[src/rtl/miss_arb_pkg.sv]
// rtl/miss_arb_pkg.sv - shared state type and block geometry for the cache miss arbiter
package miss_arb_pkg;

  localparam int BLOCK_WORDS = 8;
  localparam int WORD_IDX_W  = 3;

  typedef enum logic [1:0] {
    IDLE,
    FILL_I,
    FILL_D,
    WRITE
  } state_t;

endpackage

[src/rtl/fill_counter.sv]
// rtl/fill_counter.sv - word-index counter with synchronous clear, enable and terminal-count flag
module fill_counter
  import miss_arb_pkg::*;
#(
  parameter int LAST = BLOCK_WORDS - 1
) (
  input  logic                  clk,
  input  logic                  rst,
  input  logic                  clr,
  input  logic                  en,
  output logic [WORD_IDX_W-1:0] count,
  output logic                  tc
);

  always_ff @(posedge clk) begin
    if (rst || clr) begin
      count <= '0;
    end else if (en) begin
      count <= count + 1'b1;
    end
  end

  assign tc = (count == LAST[WORD_IDX_W-1:0]);

endmodule

[src/rtl/miss_arbiter.sv]
// rtl/miss_arbiter.sv - arbitrates I/D cache block fills and write-through stores onto one memory port
// Optional MISS_ARB_ROUND_ROBIN_EN: alternate I/D on tied miss requests instead of fixed D priority.
module miss_arbiter #(
  parameter int BLOCK_WORDS = miss_arb_pkg::BLOCK_WORDS
) (
  input  logic        clk,
  input  logic        rst,
  input  logic        i_miss_req,
  input  logic [15:0] i_miss_addr,
  input  logic        d_miss_req,
  input  logic [15:0] d_miss_addr,
  input  logic        d_wr_req,
  input  logic [15:0] d_wr_addr,
  input  logic [15:0] d_wr_data,
  input  logic [15:0] mem_rdata,
  input  logic        mem_data_valid,
  output logic        mem_en,
  output logic        mem_wr,
  output logic [15:0] mem_addr,
  output logic [15:0] mem_wdata,
  output logic [15:0] fill_data,
  output logic [2:0]  fill_word,
  output logic        fill_we_i,
  output logic        fill_we_d,
  output logic        fill_done_i,
  output logic        fill_done_d,
  output logic        wr_ack
);

  import miss_arb_pkg::*;

  state_t                  state, state_nxt;
  logic [15:0]             base_addr;
  logic [15:0]             wr_data;
  logic                    issue_done;
  logic [WORD_IDX_W-1:0]   issue_cnt, ret_cnt;
  logic                    issue_tc, ret_tc;
  logic                    filling, issue_en, ret_en, cnt_clr;
  logic                    d_wins;

  assign filling  = (state == FILL_I) || (state == FILL_D);
  assign issue_en = filling && !issue_done;
  assign ret_en   = filling && mem_data_valid;
  assign cnt_clr  = (state == IDLE);

  fill_counter #(.LAST(BLOCK_WORDS - 1)) u_issue_cnt (
    .clk   (clk),
    .rst   (rst),
    .clr   (cnt_clr),
    .en    (issue_en),
    .count (issue_cnt),
    .tc    (issue_tc)
  );

  fill_counter #(.LAST(BLOCK_WORDS - 1)) u_ret_cnt (
    .clk   (clk),
    .rst   (rst),
    .clr   (cnt_clr),
    .en    (ret_en),
    .count (ret_cnt),
    .tc    (ret_tc)
  );

`ifdef MISS_ARB_ROUND_ROBIN_EN
  // Remembers which cache the most recent fill served; resets to "I" so D wins the first tie.
  logic last_d;

  always_ff @(posedge clk) begin
    if (rst) begin
      last_d <= 1'b0;
    end else if (state == IDLE && state_nxt == FILL_D) begin
      last_d <= 1'b1;
    end else if (state == IDLE && state_nxt == FILL_I) begin
      last_d <= 1'b0;
    end
  end

  assign d_wins = d_miss_req && (!i_miss_req || !last_d);
`else
  assign d_wins = d_miss_req;
`endif

  always_ff @(posedge clk) begin
    if (rst) begin
      state      <= IDLE;
      base_addr  <= '0;
      wr_data    <= '0;
      issue_done <= 1'b0;
    end else begin
      state <= state_nxt;
      if (state == IDLE) begin
        issue_done <= 1'b0;
        if (d_wr_req) begin
          base_addr <= d_wr_addr;
          wr_data   <= d_wr_data;
        end else if (d_wins) begin
          base_addr <= d_miss_addr;
        end else if (i_miss_req) begin
          base_addr <= i_miss_addr;
        end
      end else if (issue_en && issue_tc) begin
        issue_done <= 1'b1;
      end
    end
  end

  always_comb begin
    state_nxt   = state;
    mem_en      = 1'b0;
    mem_wr      = 1'b0;
    mem_addr    = '0;
    mem_wdata   = '0;
    fill_data   = '0;
    fill_word   = '0;
    fill_we_i   = 1'b0;
    fill_we_d   = 1'b0;
    fill_done_i = 1'b0;
    fill_done_d = 1'b0;
    wr_ack      = 1'b0;
    case (state)
      IDLE: begin
        if (d_wr_req)        state_nxt = WRITE;
        else if (d_wins)     state_nxt = FILL_D;
        else if (i_miss_req) state_nxt = FILL_I;
      end
      WRITE: begin
        mem_en    = 1'b1;
        mem_wr    = 1'b1;
        mem_addr  = base_addr;
        mem_wdata = wr_data;
        wr_ack    = 1'b1;
        state_nxt = IDLE;
      end
      FILL_I, FILL_D: begin
        // Word index replaces bits [3:1] so the burst never carries out of its block.
        mem_en = !issue_done;
        if (!issue_done) begin
          mem_addr = {base_addr[15:WORD_IDX_W+1], issue_cnt, 1'b0};
        end
        fill_word = ret_cnt;
        if (mem_data_valid) begin
          fill_data = mem_rdata;
          if (state == FILL_D) begin
            fill_we_d   = 1'b1;
            fill_done_d = ret_tc;
          end else begin
            fill_we_i   = 1'b1;
            fill_done_i = ret_tc;
          end
          if (ret_tc) state_nxt = IDLE;
        end
      end
      default: state_nxt = IDLE;
    endcase
  end

endmodule
[config.mk]
export PLATFORM = sky130hd
export DESIGN_NAME = miss_arbiter
export DESIGN_NICKNAME = d
export VERILOG_FILES = /design/src/rtl/miss_arb_pkg.sv /design/src/rtl/fill_counter.sv /design/src/rtl/miss_arbiter.sv
export SDC_FILE = /design/constraint.sdc
export NUM_CORES = 1
export LEC_CHECK = 0
export ABC_AREA = 0
export BUFFER_PORTS_ARGS = -buffer_cell sky130_fd_sc_hd__buf_2
export CORE_MARGIN = 2
export CORE_UTILIZATION = 40
export DETAILED_ROUTE_END_ITERATION = 12
export PLACE_DENSITY = 0.84
export SYNTH_ARGS = -nofsm -noshare
export SYNTH_HDL_FRONTEND = slang
export SYNTH_SLANG_ARGS = --single-unit
[constraint.sdc]
create_clock -name clk -period 2.61 [get_ports clk]
set_input_delay 0.522 -clock clk [delete_from_list [all_inputs] [get_ports clk]]
set_output_delay 0.522 -clock clk [all_outputs]
set_load 0.03 [all_outputs]
==> results of run 1 <==
==> flip-flops by register name (all words and copies together) (netlist names) <==
register and count:
base_addr 16, wr_data 16, u_issue_cnt.count 3, u_ret_cnt.count 3, state 2, issue_done 1
==> power groups by stage <==
stage	combinational [mW]	clock [mW]	sequential, mW
floorplan	0.906	0	0.799
global placement	1.04	0	0.816
detailed placement	1.07	0	0.819
CTS	1.07	0.423	0.805
global route	1.19	0.448	0.822
finish	1.07	0.399	0.806
==> path summary, 6_finish.rpt <==
path / start / endpoint / slack [ns] / cells after the start
worst max-delay path: state[1]$_SDFFE_PP0P_ / mem_addr[13] / 0.13 / 6
worst min-delay path: wr_data[6]$_SDFFE_PP0P_ / wr_data[6]$_SDFFE_PP0P_ / 0.45 / 2
worst max register to register: state[0]$_SDFFE_PP0P_ / base_addr[14]$_SDFFE_PP0P_ / 0.59 / 5
worst min register to register: wr_data[6]$_SDFFE_PP0P_ / wr_data[6]$_SDFFE_PP0P_ / 0.45 / 2
==> critical path, cell delays in order (launching register included) <==
cell and delay (ns):
dfxtp_1 0.40, inv_1 0.09, ha_1 0.33, nor2b_4 0.27, o21ba_4 0.24, and2_1 0.15
buf_2 0.19
==> logic make-up (layout without fill, tap and decap cells) <==
group / after synthesis / in the layout / synth area share [%]
buffers and inverters: 28 / 157 / 8.01
flip-flops: 41 / 41 / 34.8
XOR/XNOR: 2 / 2 / 0.743
AO/OA/AOI/OAI: 63 / 63 / 17.6
multiplexers: 18 / 18 / 7.64
adder cells (fa/ha/maj): 9 / 9 / 4.77
AND/OR/NAND/NOR: 122 / 122 / 26.5
==> through the flow <==
stage          hold WS (ns)  std cells  power [mW]
4_1_cts               0.454        484        2.30
5_1_grt               0.462        484        2.46
6_report              0.451        484        2.28
2_1_floorplan         0.432        283        1.70
3_3_place_gp          0.439        477        1.86
3_5_place_dp          0.443        477        1.89
==> metal layers <==
layer	vias to the layer above	global-route usage, %	share of wire [%]
li1	1216	-	-
met1	1027	21.6	44
met2	71	32.3	50
met3	2	4.00	6.3
met4	0	3.73	0.22
met5	-	0	0
==> cell usage in the layout, fill, tap and decap left out, types with 5 or more instances in the layout <==
cell type,count
dfxtp_1,41
and2_1,34
mux2i_1,18
nor2_1,10
a22o_1,11
clkbuf_8,6
nand2_1,52
ha_1,9
a22o_2,5
and3_1,17
buf_2,143
o21ai_0,19
a21oi_1,20
==> final cells by class <==
type | instances | share of cell area, %
well taps | 72 | 2.90
multi-input cells | 214 | 43.4
inverters | 3 | 0.362
flip-flops and latches | 41 | 26.4
repair buffers | 147 | 24.1
clock buffers | 7 | 2.78
==> out/qor.yml, run 1 <==
synthesis:
  ys.flop_type: "dfxtp_1"
  synthArstFlopShare_pct: 0
  ys_warn_count: 0
  syn-num-nets: 378
  synth_area_per_cell_um2: 8.33
  ys_seq_elements: 41
  synthesis.area_mm2: 0.00236
  ys_types: 33
  synth_top_area_share_pct: 34.8
  synthMostInstantiatedCell: "nand2_1"
  synth_edf_count: 0
  synthTopCellsByCount: "52 x nand2_1, 41 x dfxtp_1, 34 x and2_1"
  syn_inst: 283
  yosys.area.top_type: "dfxtp_1"
  yosysSeqAreaShare_pct: 34.8
  ys_top_cells_by_area: "dfxtp_1 35%, and2_1 9.0%, nand2_1 8.3%"
sta:
  fmax_mhz: 404
  finalCriticalPeriod_ns: 2.48
  finalSetupViolCount: 0
  relSlewSlack_pct: 32.7
  timing.setup.tns_ns: 0
  worst_pin_slew_ns: 1.01
  finalCritPeriodShare_pct: 94.9
  final_max_slew_viol_count: 0
  skew_ns: 0.00485
  rsz0062_at_grt: "false"
  hold_viol: 0
  worst_slack_ns: 0.133
pwr:
  peakVddDrop_v: 0.000320
  p_clk_share_pct: 17.5
  pwr-share-seq_pct: 35.4
  combPwrFrac_pct: 47.0
  powerDensity_mw_per_mm2: 733
  p_leak_nw: 1.70
  intPower_mw: 1.36
  p_switching_mw: 0.920
  sw_frac_of_total_pct: 40.4
cts:
  clockBufferDepth: 2
  clock_latency_ns: 0.28
  cts_root_buf: "clkbuf_8"
  cts_sinks: 41
  cts_tree: "yes"
  holdBufCountCts: 0
  cts_setup_buffers: 0
  clk_pin_slew_ns: 0.07
  cts_resized: 0
  cts_buffers: 5
  h-tree-depth: 2
drt:
  vias: 2316
  firstDrtPassIters: 4
  route.final.wire_length_um: 5830
  final_antenna_net_count: 0
  avgViaCountPerCell: 4.79
  drc: 0
  initialDrtViolationCount: 57
  wl_per_cell_um: 12.0
place:
  gp_congestion: 0.734
  placed_cell_area_mm2: 0.00302
  dp_hpwl_um: 4590
  pre_cts_slack_ns: 0.451
  port_buffers: 143
hold_path:
  worstHoldPathType: "reg2reg"
floorplanning:
  io_pins: 144
  fp.dieArea_mm2: 0.00653
  die_w_um: 80.8
  initial_core_util_pct: 42.1
  coreArea_mm2: 0.00561
  die_height_um: 80.8
  rows: 27
grt:
  overflow: 0
  grt_antenna_before_repair: 0
  grt_pass1_wl_um: 9400
  grt_usage_pct: 17.8
  grt_pass1_vias: 2159
  grt_max_degree: 38
outcome:
  status: "complete, no violations"
layout:
  final_util_pct: 55.4
  area_growth_pct: 31.7
  layout-drive-gt1-share_pct: 39.8
  fill_cells: 548
  finalNetCount: 507
  seq_area_um2: 821
  postLayoutCellArea_mm2: 0.00311
  multi_input_area_mm2: 0.00135
  antennaDiodeCount: 0
worst_setup_path:
  critical_path_arrival_ns: 1.95
  worstPathMaxFanout: 13
  cp-end-kind: "output port"
  path_class: "reg2out"
  critPathRequiredTime_ns: 2.09
  worst_setup_path_start_kind: "flip-flop"
flow_run:
  max-cap-violations: 0
Power figures use the tool's default switching activity.
==> run 2: changes to the inputs <==
Settings changed: PLACE_DENSITY 0.84 to 0.85, SLEW_MARGIN set to 20, SYNTH_HIERARCHICAL set to 1.
==> run 2 against run 1 <==
Wire length up 1.3%. Cell area up 1.6%. Utilization up 1.6 points. Flip-flop and latch count unchanged. Register-to-register slack worse by 0.06 ns. Clock power up 2%. Critical path depth up 1. Critical path type unchanged.
==> out/qor.yml, run 2 <==
sta:
  timing.setup.tns_ns: 0  # unchanged
  finalSetupViolCount: 0  # unchanged
  fmax_mhz: 411  # +1.7%
  rsz0062_at_grt: "false"
  skew_ns: 0.00355  # -0.00130 ns
  final_max_slew_viol_count: 0  # unchanged
  hold_viol: 0  # unchanged
  relSlewSlack_pct: 34.5  # +1.8 points
  finalCriticalPeriod_ns: 2.44  # -0.0415 ns
  worst_pin_slew_ns: 0.978  # -0.0277 ns
  finalCritPeriodShare_pct: 93.3  # -1.6 points
hold_path:
  holdPathEnd: "wr_data[9]$_SDFFE_PP0P_"
  min_from: "wr_data[9]$_SDFFE_PP0P_"
  min_path_cells: 2  # unchanged
  worstHoldPathType: "reg2reg"
cts:
  cts_sinks: 41  # unchanged
  h-tree-depth: 2  # unchanged
  clk_pin_slew_ns: 0.07  # about the same
  cts_tree: "yes"
  clock_latency_ns: 0.28  # about the same
  cts_root_buf: "clkbuf_8"
  holdBufCountCts: 0  # unchanged
  clockBufferDepth: 2  # unchanged
  cts_buffers: 5  # unchanged
synthesis:
  syn-num-nets: 372  # -1.6%
  ys_types: 31  # -6.1%
  yosysSeqAreaShare_pct: 35.4  # +0.56 points
  synth_top_area_share_pct: 35.4  # +0.56 points
  ys_seq_elements: 41  # unchanged
  syn_inst: 276  # -2.5%
  synthMostInstantiatedCell: "nand2_1"
  ys_top_cells_by_area: "dfxtp_1 35%, and2_1 9.4%, mux2i_1 9.1%"
  synthArstFlopShare_pct: 0  # unchanged
  ys_warn_count: 6  # +6
  synthTopCellsByCount: "49 x nand2_1, 41 x dfxtp_1, 35 x and2_1"
  synth_edf_count: 0  # unchanged
  synth_area_per_cell_um2: 8.41  # +0.90%
  synthesis.area_mm2: 0.00232  # -1.6%
  yosys.area.top_type: "dfxtp_1"
  ys.flop_type: "dfxtp_1"
layout:
  area_growth_pct: 36.0
  layout-drive-gt1-share_pct: 40.6  # +0.83 points
  finalNetCount: 507  # unchanged
  layout_common_cells: "143 x buf_2, 49 x nand2_1, 41 x dfxtp_1"
  biggestRegsByFlops: "base_addr (16), wr_data (16)"
  antennaDiodeCount: 0  # unchanged
  final_common_cell: "buf_2"
place:
  port_buffers: 143  # unchanged
  dp_hpwl_um: 4590  # about the same
  gp_congestion: 0.829  # +13%
worst_setup_path:
  critical_path_arrival_ns: 1.91  # -0.04 ns
  cp-end-kind: "output port"
  slowest_stage: "dfxtp_1"
  cpPeakStageDelay_ns: 0.42  # +0.02 ns
  reg2reg_slack_ns: 0.53  # -0.06 ns
  cp.buffers_inverters: 3  # +1
  crit_family: "buffers and inverters"
  worst_setup_path_start_kind: "flip-flop"
  critPathRequiredTime_ns: 2.09  # about the same
  reg2reg_depth: 5  # unchanged
  worstPathMaxFanout: 6  # -7
  r2r_end: "base_addr[5]$_SDFFE_PP0P_"
  worstPathCellList: "inv_1, ha_1, nor2b_2, buf_4, a22oi_1, nor2_1, buf_2"
  r2r-start: "state[0]$_SDFFE_PP0P_"
  path_class: "reg2out"
floorplanning:
  coreArea_mm2: 0.00554  # -1.2%
  initial_core_util_pct: 41.9  # -0.16 points
  fp.dieArea_mm2: 0.00643  # -1.5%
  rows: 27  # unchanged
  die_height_um: 80.2  # -0.76%
  io_pins: 144  # unchanged
  die_w_um: 80.2  # -0.76%
grt:
  grt_usage_pct: 18.4  # +0.61 points
  grt_antenna_before_repair: 0  # unchanged
  grt_pass1_vias: 2213  # +2.5%
  grt_pass1_wl_um: 9530  # +1.3%
  grt_max_degree: 36  # -5.3%
  overflow: 0  # unchanged
outcome:
  status: "complete, no violations"
drt:
  drc: 0  # unchanged
  initialDrtViolationCount: 57  # unchanged
  route.final.wire_length_um: 5900  # +1.3%
  final_antenna_net_count: 0  # unchanged
  firstDrtPassIters: 4  # unchanged
  avgViaCountPerCell: 4.96  # +3.6%
  wl_per_cell_um: 12.2  # +1.5%
  vias: 2394  # +3.4%
flow_run:
  max-cap-violations: 0  # unchanged
pwr:
  powerDensity_mw_per_mm2: 776  # +5.9%
  power_mw: 2.45  # +7.6%
  peakVddDrop_v: 0.000485  # +52%
  p_leak_nw: 1.71  # +1.0%
run 2: cell type report:
type / count / area, um^2
repair buffers: 149 / 761
clock buffers: 7 / 86.3
well taps: 72 / 90.1
inverters: 2 / 7.51
flip-flops and latches: 41 / 821
multi-input cells: 212 / 1390
fillers: 521 / 2380
run 2: kinds of logic after synthesis:
group / Yosys count / share of synthesized area [%]
buffers and inverters: 23 / 5.12
XOR/XNOR: 2 / 0.755
multiplexers: 21 / 9.06
adder cells (fa/ha/maj): 10 / 5.39
flip-flops: 41 / 35.4
AND/OR/NAND/NOR: 122 / 28.0
AO/OA/AOI/OAI: 57 / 16.3
run 2: what timing repair did:
item | 4_1_cts | 5_1_grt
gates resized for setup | 0 | 2
endpoints found under the setup margin | 0 | 12
buffers inserted | 0 | 0
run 2: worst max path at each step:
stage	from	end	slack [ns]	depth (start not counted)
global placement	state[0]$_SDFFE_PP0P_	mem_addr[13]	0.52	6
detailed placement	state[1]$_SDFFE_PP0P_	mem_addr[12]	0.40	6
floorplan	state[0]$_SDFFE_PP0P_	mem_addr[10]	0.13	6
CTS	state[1]$_SDFFE_PP0P_	mem_addr[12]	0.07	6
global route	state[0]$_SDFFE_PP0P_	fill_done_i	0.02	6
finish	state[1]$_SDFFE_PP0P_	mem_addr[2]	0.17	7
run 2: metrics by stage:
step	hold WS [ns]	setup WS [ns]	std cells	utilization, %	instance area (um^2)
6_report	0.450	0.175	483	57.0	3160
5_1_grt	0.467	0.0236	483	57.0	3160
4_1_cts	0.453	0.0669	483	56.8	3150
3_5_place_dp	0.443	0.403	476	55.2	3060
3_3_place_gp	0.437	0.516	476	55.2	3060
2_1_floorplan	0.432	0.132	276	-	2320
run 2: worst register-to-register path, cell delays in order, from the launching register on:
cell,delay (ns)
dfxtp_1,0.34
inv_1,0.14
ha_1,0.21
buf_4,0.23
nor3b_2,0.82
a22o_1,0.27
run 2: layer usage:
metal | routed length, um | share of wire, % | up-vias | track usage [%]
met5 | 0 | 0 | - | 0
met4 | 119 | 2.0 | 0 | 7.12
met3 | 446 | 7.6 | 11 | 3.48
met2 | 2970 | 50 | 93 | 35.9
met1 | 2370 | 40 | 1075 | 19.1
li1 | - | - | 1215 | -
run 2: power breakdown:
| part | internal, mW | switching, mW |
|---|---|---|
| combinational | 0.457 | 0.746 |
| clock | 0.210 | 0.197 |
| sequential | 0.758 | 0.0802 |
| total | 1.43 | 1.02 |
==> run 3: changes to the inputs <==
Settings changed: CORE_UTILIZATION 40 to 43, PLACE_DENSITY 0.85 to 0.89.
==> run 3 against run 2 <==
First-iteration DRC count down 18%. Power up 4.5%. Global-route usage rose by 2.0 points. Sequential share of layout area shrank 0.13 points. Wire length grew 6.1%. Setup slack got worse by 0.094 ns. Non-clock buffer count unchanged. Via count grew 1.3%. Flip-flop and latch count did not move. Utilization grew 4.5 points. Largest cell class unchanged. Largest power group unchanged.
==> out/qor.yml, run 3 (synthesized netlist as in run 2, its figures left out) <==
grt:
  grt_pass1_wl_um: 10000  # +5.1%
  grt_antenna_before_repair: 0  # unchanged
  grt_pass1_vias: 2269  # +2.5%
  grt_use_met1_pct: 22.6  # +3.5 points
  grt_usage_pct: 20.4  # +2.0 points
  grt.busiest_layer: "met2"
  grt.met3_usage_pct: 4.19  # +0.70 points
  grt_max_degree: 30  # -17%
  overflow: 0  # unchanged
  use_met2_pct: 38.3  # +2.4 points
cts:
  clk_pin_slew_ns: 0.08  # about the same
  h-tree-depth: 2  # unchanged
  clockBufferDepth: 2  # unchanged
  cts_sinks: 41  # unchanged
  holdBufCountCts: 0  # unchanged
  cts_resized: 0  # unchanged
  cts_root_buf: "clkbuf_8"
  cts_buffers: 5  # unchanged
  cts_tree: "yes"
  cts_setup_buffers: 0  # unchanged
  clock_latency_ns: 0.29  # about the same
sta:
  finalCriticalPeriod_ns: 2.53  # +0.0942 ns
  worst_slack_ns: 0.0805  # -0.0942 ns
  worst_pin_slew_ns: 0.962  # -0.0159 ns
  skew_ns: 0.00802  # +0.00447 ns
  relSlewSlack_pct: 35.6  # +1.1 points
  final_max_slew_viol_count: 0  # unchanged
  hold_viol: 0  # unchanged
  finalSetupViolCount: 0  # unchanged
  timing.setup.tns_ns: 0  # unchanged
  fmax_mhz: 395  # -3.7%
  finalCritPeriodShare_pct: 96.9  # +3.6 points
  fin_hold_ws_ns: 0.451  # +0.000467 ns
place:
  dp_hpwl_um: 4760  # +3.6%
  port_buffers: 143  # unchanged
  place_inst: 474  # -0.42%
  pre_cts_slack_ns: 0.419  # +0.0166 ns
  gp_congestion: 0.882  # +6.3%
  placed_cell_area_mm2: 0.00306  # about the same
layout:
  multi_input_area_mm2: 0.00139  # -0.18%
  seq_area_um2: 822  # +0.15%
  final_common_cell: "buf_2"
  stdcell_count: 482  # -0.21%
  layout_common_cells: "143 x buf_2, 49 x nand2_1, 40 x dfxtp_1"
  final_util_pct: 61.4  # +4.5 points
  fill_cells: 484  # -7.1%
  finalNetCount: 507  # unchanged
  biggestRegsByFlops: "base_addr (16), wr_data (16)"
  area_growth_pct: 36.9
  postLayoutCellArea_mm2: 0.00318  # +0.67%
  antennaDiodeCount: 0  # unchanged
  layout-drive-gt1-share_pct: 40.8  # +0.14 points
worst_setup_path:
  reg2reg_slack_ns: 0.54  # about the same
  slowest_stage: "dfxtp_1"
  reg2reg_depth: 5  # unchanged
  r2r-start: "state[0]$_SDFFE_PP0P_"
  worstPathCellList: "inv_1, ha_1, nor2b_1, o21ba_4, and2_1, buf_2"
  cp-end-kind: "output port"
  critPathRequiredTime_ns: 2.09  # about the same
  critical_path_arrival_ns: 2.01  # +0.10 ns
  cpPeakStageDelay_ns: 0.39  # -0.03 ns
  worstPathMaxFanout: 13  # +7
  path_class: "reg2out"
  r2r_end: "base_addr[12]$_SDFFE_PP0P_"
  worst_setup_path_start_kind: "flip-flop"
floorplanning:
  io_pins: 144  # unchanged
  fp.dieArea_mm2: 0.00600  # -6.6%
  die_height_um: 77.5  # -3.4%
  coreArea_mm2: 0.00517  # -6.6%
  rows: 26  # -3.7%
  initial_core_util_pct: 44.9  # +3.0 points
  die_w_um: 77.5  # -3.4%
flow_run:
  max-cap-violations: 0  # unchanged
pwr:
  pwr-share-seq_pct: 32.8  # -1.4 points
  peakVddDrop_v: 0.000456  # -6.1%
  power_mw: 2.56  # +4.5%
  combPwrFrac_pct: 47.6  # -1.5 points
  sw_frac_of_total_pct: 41.2  # -0.55 points
  p_leak_nw: 1.72  # +0.62%
  powerDensity_mw_per_mm2: 805  # +3.8%
  p_switching_mw: 1.05  # +3.1%
  intPower_mw: 1.50  # +5.5%
  p_clk_share_pct: 19.7  # +3.1 points
drt:
  final_antenna_net_count: 0  # unchanged
  avgViaCountPerCell: 5.03  # +1.5%
  vias: 2426  # +1.3%
  route.final.wire_length_um: 6260  # +6.1%
  firstDrtPassIters: 4  # unchanged
  wl_per_cell_um: 13.0  # +6.3%
  initialDrtViolationCount: 47  # -18%
  drc: 0  # unchanged
hold_path:
  holdPathEnd: "wr_data[14]$_SDFFE_PP0P_"
  min_from: "wr_data[14]$_SDFFE_PP0P_"
  min_path_cells: 2  # unchanged
  worstHoldPathType: "reg2reg"
outcome:
  status: "complete, no violations"
[run 3: cell count changes in the layout (fill, tap and decap cells not counted)]
cell | previous run | this run
clkbuf_8 | 6 | 5
nor2b_2 | 1 | 0
bufinv_16 | 0 | 1
clkinv_4 | 0 | 1
dfxtp_2 | 0 | 1
nor2b_1 | 1 | 2
dfxtp_1 | 41 | 40
[run 3: final cells by class]
| class | count | area share (%) |
|---|---|---|
| clock buffer | 6 | 2.28 |
| tap | 70 | 2.76 |
| timing repair buffer | 149 | 23.9 |
| sequential | 41 | 25.9 |
| inverter | 2 | 0.236 |
| multi-input combinational | 212 | 43.7 |
| clock inverter | 2 | 1.22 |
[run 3: worst max path at each step]
stage,startpoint,end,slack (ns),cells past startpoint
floorplan,state[0]$_SDFFE_PP0P_,mem_addr[10],0.13,6
global placement,state[1]$_SDFFE_PP0P_,mem_addr[9],0.53,6
detailed placement,state[0]$_SDFFE_PP0P_,mem_addr[8],0.42,6
CTS,state[0]$_SDFFE_PP0P_,mem_addr[14],0.08,6
global route,state[0]$_SDFFE_PP0P_,mem_addr[14],-0.03,6
finish,state[0]$_SDFFE_PP0P_,mem_addr[14],0.08,6
[run 3: power groups by stage]
stage | sequential (mW) | clock, mW | combinational, mW
floorplan | 0.824 | 0 | 0.895
global placement | 0.843 | 0 | 1.16
detailed placement | 0.851 | 0 | 1.19
CTS | 0.837 | 0.516 | 1.20
global route | 0.856 | 0.544 | 1.33
finish | 0.838 | 0.503 | 1.22
[run 3: per-layer routing]
| metal | wire, um | up-vias |
|---|---|---|
| met1 | 2710 | 1125 |
| met3 | 300 | 6 |
| met2 | 3180 | 83 |
| li1 | - | 1212 |
| met4 | 75 | 0 |
| met5 | 0 | - |
[run 3: critical path: cells and delay by family (launching register included)]
| family | cells | cell delay, ns |
|---|---|---|
| AND/OR/NAND/NOR | 2 | 0.40 |
| flip-flops | 1 | 0.39 |
| adder cells (fa/ha/maj) | 1 | 0.35 |
| buffers and inverters | 2 | 0.31 |
| AO/OA/AOI/OAI | 1 | 0.25 |
